`src/rtl/shift_by_reg_sequencer_pkg.sv`:
```
// rtl/shift_by_reg_sequencer_pkg.sv - shared encodings for the shift-by-register sequencer
package shift_by_reg_sequencer_pkg;

    localparam int REM_W         = 5;
    localparam int DEF_MAX_SHIFT = 16;

    // Extend_Shift_Unit source select
    localparam logic [1:0] SRC_IR3_0   = 2'b00;
    localparam logic [1:0] SRC_IR7_0   = 2'b01;
    localparam logic [1:0] SRC_REG_A   = 2'b10;
    localparam logic [1:0] SRC_ALU_OUT = 2'b11;

    // Extend_Shift_Unit amount select
    localparam logic [1:0] AMT_ONE   = 2'b00;
    localparam logic [1:0] AMT_IR3_0 = 2'b01;
    localparam logic [1:0] AMT_ZERO  = 2'b10;
    localparam logic [1:0] AMT_FOUR  = 2'b11;

    typedef enum logic [1:0] {
        ST_IDLE  = 2'b00,
        ST_FIRST = 2'b01,
        ST_STEP  = 2'b10,
        ST_DONE  = 2'b11
    } state_t;

endpackage

```
`src/rtl/shift_by_reg_sequencer_pass_planner.sv`:
```
// rtl/shift_by_reg_sequencer_pass_planner.sv - picks the next pass (4, 1 or 0) from the remaining count
module shift_pass_planner
    import shift_by_reg_sequencer_pkg::*;
(
    input  logic [REM_W-1:0] rem,
    output logic [1:0]       amt_sel,
    output logic [REM_W-1:0] rem_next,
    output logic             last_pass
);

    always_comb begin
        amt_sel  = AMT_ZERO;
        rem_next = '0;
        if (rem >= REM_W'(4)) begin
            amt_sel  = AMT_FOUR;
            rem_next = rem - REM_W'(4);
        end else if (rem != '0) begin
            amt_sel  = AMT_ONE;
            rem_next = rem - REM_W'(1);
        end
        last_pass = (rem_next == '0);
    end

endmodule

```
`src/rtl/shift_by_reg_sequencer.sv`:
```
// rtl/shift_by_reg_sequencer.sv - multi-pass shift-by-register controller for Extend_Shift_Unit
module shift_by_reg_sequencer
    import shift_by_reg_sequencer_pkg::*;
#(
    parameter int WIDTH     = 16,
    parameter int AMT_W     = 16,
    parameter int MAX_SHIFT = DEF_MAX_SHIFT
) (
    input  logic             CLK,
    input  logic             Reset_L,
    input  logic             Start,
    input  logic             Left,
    input  logic [AMT_W-1:0] Amount,
    input  logic [WIDTH-1:0] ShiftIn,
    output logic [1:0]       ShifterInput,
    output logic             ShifterLeft,
    output logic [1:0]       ShiftAmount,
    output logic [WIDTH-1:0] Result,
    output logic             Busy,
    output logic             Done
);

    state_t           state_q, state_d;
    logic [REM_W-1:0] rem_q;
    logic [REM_W-1:0] rem_load;
    logic             left_q;
    logic [WIDTH-1:0] result_q;
    logic             load;

    logic [1:0]       plan_amt;
    logic [REM_W-1:0] plan_rem_next;
    logic             plan_last;

    shift_pass_planner u_planner (
        .rem       (rem_q),
        .amt_sel   (plan_amt),
        .rem_next  (plan_rem_next),
        .last_pass (plan_last)
    );

    // Anything at or beyond the clamp behaves like a full-width shift.
    always_comb begin
        if (Amount >= AMT_W'(MAX_SHIFT)) begin
            rem_load = REM_W'(MAX_SHIFT);
        end else begin
            rem_load = Amount[REM_W-1:0];
        end
    end

    always_ff @(posedge CLK or negedge Reset_L) begin
        if (!Reset_L) begin
            state_q <= ST_IDLE;
        end else begin
            state_q <= state_d;
        end
    end

    always_comb begin
        state_d      = state_q;
        load         = 1'b0;
        Busy         = 1'b0;
        Done         = 1'b0;
        ShifterInput = SRC_IR3_0;
        ShifterLeft  = 1'b0;
        ShiftAmount  = AMT_ZERO;
        case (state_q)
            ST_IDLE: begin
                if (Start) begin
                    load    = 1'b1;
                    state_d = ST_FIRST;
                end
            end
            ST_FIRST, ST_STEP: begin
                Busy         = 1'b1;
                ShifterInput = (state_q == ST_FIRST) ? SRC_REG_A : SRC_ALU_OUT;
                ShifterLeft  = left_q;
                ShiftAmount  = plan_amt;
                state_d      = plan_last ? ST_DONE : ST_STEP;
            end
            ST_DONE: begin
                Done = 1'b1;
                if (Start) begin
                    load    = 1'b1;
                    state_d = ST_FIRST;
                end else begin
                    state_d = ST_IDLE;
                end
            end
            default: state_d = ST_IDLE;
        endcase
    end

    // Later passes recirculate Result through the unit's ALUOut input.
    always_ff @(posedge CLK or negedge Reset_L) begin
        if (!Reset_L) begin
            rem_q    <= '0;
            left_q   <= 1'b0;
            result_q <= '0;
        end else if (load) begin
            rem_q  <= rem_load;
            left_q <= Left;
        end else if (Busy) begin
            rem_q    <= plan_rem_next;
            result_q <= ShiftIn;
        end
    end

    assign Result = result_q;

endmodule

```
`config.mk`:
```
export PLATFORM = sky130hd
export DESIGN_NAME = shift_by_reg_sequencer
export DESIGN_NICKNAME = d
export VERILOG_FILES = /design/src/rtl/shift_by_reg_sequencer_pkg.sv /design/src/rtl/shift_by_reg_sequencer_pass_planner.sv /design/src/rtl/shift_by_reg_sequencer.sv
export SDC_FILE = /design/constraint.sdc
export NUM_CORES = 1
export LEC_CHECK = 0
export BUFFER_PORTS_ARGS = -buffer_cell sky130_fd_sc_hd__buf_2
export CELL_PAD_IN_SITES_DETAIL_PLACEMENT = 1
export CELL_PAD_IN_SITES_GLOBAL_PLACEMENT = 1
export CORE_ASPECT_RATIO = 0.75
export CORE_MARGIN = 2
export CORE_UTILIZATION = 36
export DETAILED_ROUTE_END_ITERATION = 10
export PLACE_DENSITY = 0.81
export SLEW_MARGIN = 20
export SYNTH_ARGS = -nofsm -noshare
export SYNTH_HDL_FRONTEND = slang
export SYNTH_SLANG_ARGS = --single-unit
```
`constraint.sdc`:
```
create_clock -name CLK -period 4.1 [get_ports CLK]
set_clock_uncertainty 0.15 [all_clocks]
set_input_delay 0.615 -clock CLK [delete_from_list [all_inputs] [get_ports CLK]]
set_output_delay 0.615 -clock CLK [all_outputs]
set_load 0.005 [all_outputs]
```
# After elaboration in Yosys (flattened, before gate mapping)
# Cells that the tools add are included.
# W data, S select, Z words.
[totals]
ff_bits = 24
word_cells = 39
in_bits = 36
out_inout_bits = 23
[classes]
magnitude_cmp = 2
reduce_logical = 7
n_bitwise = 1
add_sub_neg = 2
eq_ne = 4
n_mux = 19
[ops]
columns = ["cell", "n"]
rows = [
  ["$mux W5", 5],
  ["$ge A16 B5 Y1 const B", 1],
  ["$mux W2", 5],
  ["$mux W1", 8],
  ["$pmux W2 S3", 1],
  ["$ge A5 B3 Y1 const B", 1],
  ["$logic_not A5 Y1", 1],
  ["$reduce_bool A5 Y1", 1],
  ["$sub A5 B1 Y5 const B", 1],
  ["$sub A5 B3 Y5 const B", 1],
  ["$eq A2 B2 Y1 const B", 2],
  ["$reduce_or A2 Y1", 2],
  ["$eq A2 B1 Y1 const B", 1],
  ["$logic_not A2 Y1", 1],
  ["$ne A2 B2 Y1 const B", 1],
  ["$reduce_and A2 Y1", 1],
  ["$reduce_bool A2 Y1", 1],
  ["$not A1 Y1", 1],
]

# Depth between registers and ports, before layout
[logic_depth]
ltp_word = 6
mapped_depth = 6
mapped_depth_nobuf = 6

# Modules after synthesis
# Synthesis repeated with hierarchy kept, for this count alone.
[unflattened]
hier_cells = 119
area_unflattened_um2 = 1397.6
[by_module_without_submodules]
columns = ["module", "seq_area_each_um2", "n_inst", "area_per_inst_um2", "cells_per_inst"]
rows = [
  ["shift_by_reg_sequencer", 600.6, 1, 1143.6, 82],
  ["shift_pass_planner", 0.0, 1, 254.0, 37],
]

# Least setup slack after synthesis
# No wires, ideal clock.
[synth_path]
path_type = "register to output"
from = "register state_q[0]"
to = "output port ShiftAmount[0]"
required_ps = 3335
arrival_ps = 1411
path_stages_with_launch = 6
slack_ps = 1924
n_path_buf = 2
path_cell_list = "dfrtp_1 inv_1 ha_1 clkbuf_1 clkbuf_1 and2_2"
[synth_between]
elab_chain_len = 3
word_cells_on_any_way = 4
classes_between = "2 x eq/ne; 1 x mux; 1 x reduce/logical"
[synth_rtl]
columns = ["item", "line", "source"]
rows = [
  ["from (decl)", "shift_by_reg_sequencer.sv:23", "state_t state_q, state_d;"],
  ["from (signal assigned)", "shift_by_reg_sequencer.sv:54", "state_q <= state_d;"],
  ["$eq A2 B1 Y1 or $eq A2 B2 Y1 (tied branches)", "shift_by_reg_sequencer.sv:66", "case (state_q)"],
  ["$reduce_or A2 Y1 (*)", "shift_by_reg_sequencer.sv:66", ""],
  ["$mux W2 (*)", "shift_by_reg_sequencer.sv:66", ""],
  ["to (decl)", "shift_by_reg_sequencer.sv:17", "output logic [1:0] ShiftAmount,"],
]
# Mark *: on every way between the ends. The rest lies on a longest branch, timed or not.

# Worst setup path after layout
# Same ends and word-level chain as after synthesis.

==> impl_metrics.yaml <==
outcome:
  run_status: "finished clean"
clock_tree:
  tritoncts: "done"
  cts.sink_count: 24
  cts_resized: 0
  cts_buffers: 3
  postCtsSetupBuffers: 0
  cts_max_level: 1
  clock-root-buffer: "clkbuf_8"
  worstSkewPairLatency_ps: 260
  ctsHoldBuffers: 0
  max-clock-path-buffers: 2
  clk_pin_slew_ps: 80
synthesis:
  synth_area_in_xor_xnor_pct: 0.703
  synth.cell_area_sq_um: 1250
  fraction_of_the_mapped_netlist_area_in_compound_gates_pct: 14.7
  yosysWarnings: 0
  synth_simple_gate_area_share_pct: 9.54
  syn_inst_count: 110
  ys_top_cells_by_area: "dfrtp_1 (48%), mux2_2 (14%), ha_1 (8.0%)"
  syn-mean-instance-area_sq_um: 11.3
  yosysTopAreaCell: "dfrtp_1"
  synth_commonest_cells: "dfrtp_1 (24), mux2_2 (16), ha_1 (8), inv_1 (8)"
  synth_enable_flop_cells: 0
  async_reset_ff_share_pct: 100
  netlist.area_leader.share_pct: 48.2
  synth_nets: 154
  ys_ff_latch: 24
  yosys.cell_count.top_type: "dfrtp_1"
  yosys.cell_types.count: 32
  ys_seq_area_share_pct: 48.2
  post_synth_fa_ha_maj_area_fraction_pct: 8.03
  synth_top_family_by_area: "compound AO/OA/AOI/OAI gates"
  proportion_of_synthesized_area_in_mux_cells_pct: 14.5
  synth-main-ff-cell: "dfrtp_1"
sta:
  fmax_mhz: 378
  layout_min_cycle_time_ps: 2650
  report.final.setup_viol: 0
  rsz0062_at_grt: "false"
  timing_hold_violations_final: 0
  relSlewSlack_pct: 54.0
  slew_viol_final: 0
  finalCritPeriodShare_pct: 64.6
  timing_worst_slew_pin_value_ps: 690
  timing.setup.tns_ps: 0
pwr:
  total_leakage_power_uw: 0.000802
  totalPowerFinal_uw: 1420
  power_per_cell_area_nw_per_um2: 883
  max-vdd-ir-drop_mv: 0.457
run:
  max_cap_violations: 0
place:
  globalplace.congestion: 0.805
  place.port_buffers: 58
  place.detailed.hpwl_mm: 2.66
  dp.cells: 204
die:
  core.rowCount: 18
  num_io_pins: 59
  die_height_microns: 55.0
  die_area_sq_um: 3950
  floorplan.core_area_sq_um: 3310
  dieWidth_microns: 71.9
  floorplan.initialDensity_pct: 37.6
layout:
  layoutNonFillerInstCount: 207
  layout-area-overhead-vs-synth_pct: 29.2
  final_layout_size_suffix_gt1_share_pct: 48.5
  nets: 213
  insertedDiodeCount: 0
setup_path:
  worst-endpoint-arrival_ps: 1880
  worst_path_max_delay_cell: "ha_1"
  timing.critical_path.cells: "inv_1 -> ha_1 -> and2_2 -> buf_2"
  worstPathMaxFanout: 22
  cp-end-kind: "primary output"
  rr_worst_depth: 6
  crit_path_max_incr_delay_ps: 740
  cp_class: "flip-flop to primary output"
  startpoint_type: "flip-flop"
  required_time_of_the_critical_path_ps: 3340
grt:
  grt_remaining_overflow: 0
  total_routing_usage_gr_pct: 18.1
  vias_in_the_first_global_route: 1176
  number_of_antenna_violations_at_the_first_check_in_global_routing: 0
  grt_first_pass_wirelength_mm: 5.36
  largest_net_degree_at_the_start_of_global_routing: 25
worst_hold_path:
  holdCritPathClass: "input pin to asynchronous set/reset pin"
route:
  first_iter_violations: 15
  detail_route.vias_per_cell: 5.21
  avgRoutedWirePerCell_microns: 16.1
  drc_errors: 0
  vias: 1079
  detailedRoute.firstPassIterationCount: 4
  wl_mm: 3.33
  detail-route-antenna-nets: 0
[area by class of cell]
type,count,area (sq um)
Clock buffer,3,41.3
Tap cell,40,50.0
Inverter,8,30.0
Fill cell,384,1700
Timing Repair Buffer,59,298
Sequential cell,24,601
Multi-Input combinational cell,73,591
[worst max-delay path, delay by kind of cell (launching register included)]
family	cells	cell delay (ps)
flops	1	410
buf+inv	2	200
fa+ha+maj	1	740
simple gates	1	260
[registers in the layout, summed over array words and instances (netlist names)]
signal   cells
Result      16
left_q       1
rem_q        5
state_q      2
[cell usage in the layout, fill, tap and decap left out, drive strengths merged, types with 3 or more instances in the layout]
cell type  count
buf           59
o21ai          5
dfrtp         24
nand2          6
nor2           4
mux2          16
clkbuf         3
a21oi          6
inv            8
ha             8
a221oi         4
nor3           4
[metal layers]
layer,global-route usage [%],wire [microns]
met3,3.44,120
met5,0,0
met4,5.97,63
met1,20.7,1400
met2,34.9,1740
[path summary, 6_finish.rpt]
path,start,end,slack (ps)
max reg2reg,rem_q[0],state_q[0],1820
min reg2reg,Result[12],Result[12],360
min in group CLK,Result[12],Result[12],360
max,state_q[0],ShiftAmount[0],1450
max in group asynchronous,Reset_L,Result[10],3260
min,Reset_L,rem_q[1],180
[kinds of logic after synthesis]
group                    count (synthesis)
XOR/XNOR                                 1
AO/OA/AOI/OAI                           25
flip-flops                              24
buffers and inverters                   13
AND/OR/NAND/NOR                         23
multiplexers                            16
adder cells (fa/ha/maj)                  8
[where the power goes]
| part | internal, uW | switching, uW |
|---|---|---|
| registers | 368 | 85.7 |
| logic | 415 | 414 |
| clock network | 65.8 | 73.2 |
| total | 848 | 573 |
[stage by stage]
stage	cell area (sq um)	util (%)	worst slack [ps]	hold WS [ps]
detailed placement	1570	47.4	1760	343
global route	1610	48.6	1340	209
global placement	1570	47.4	1840	333
floorplan	1250	-	1920	169
finish	1610	48.6	1450	177
CTS	1610	48.6	1450	192
(Power assumes the default switching activity.)
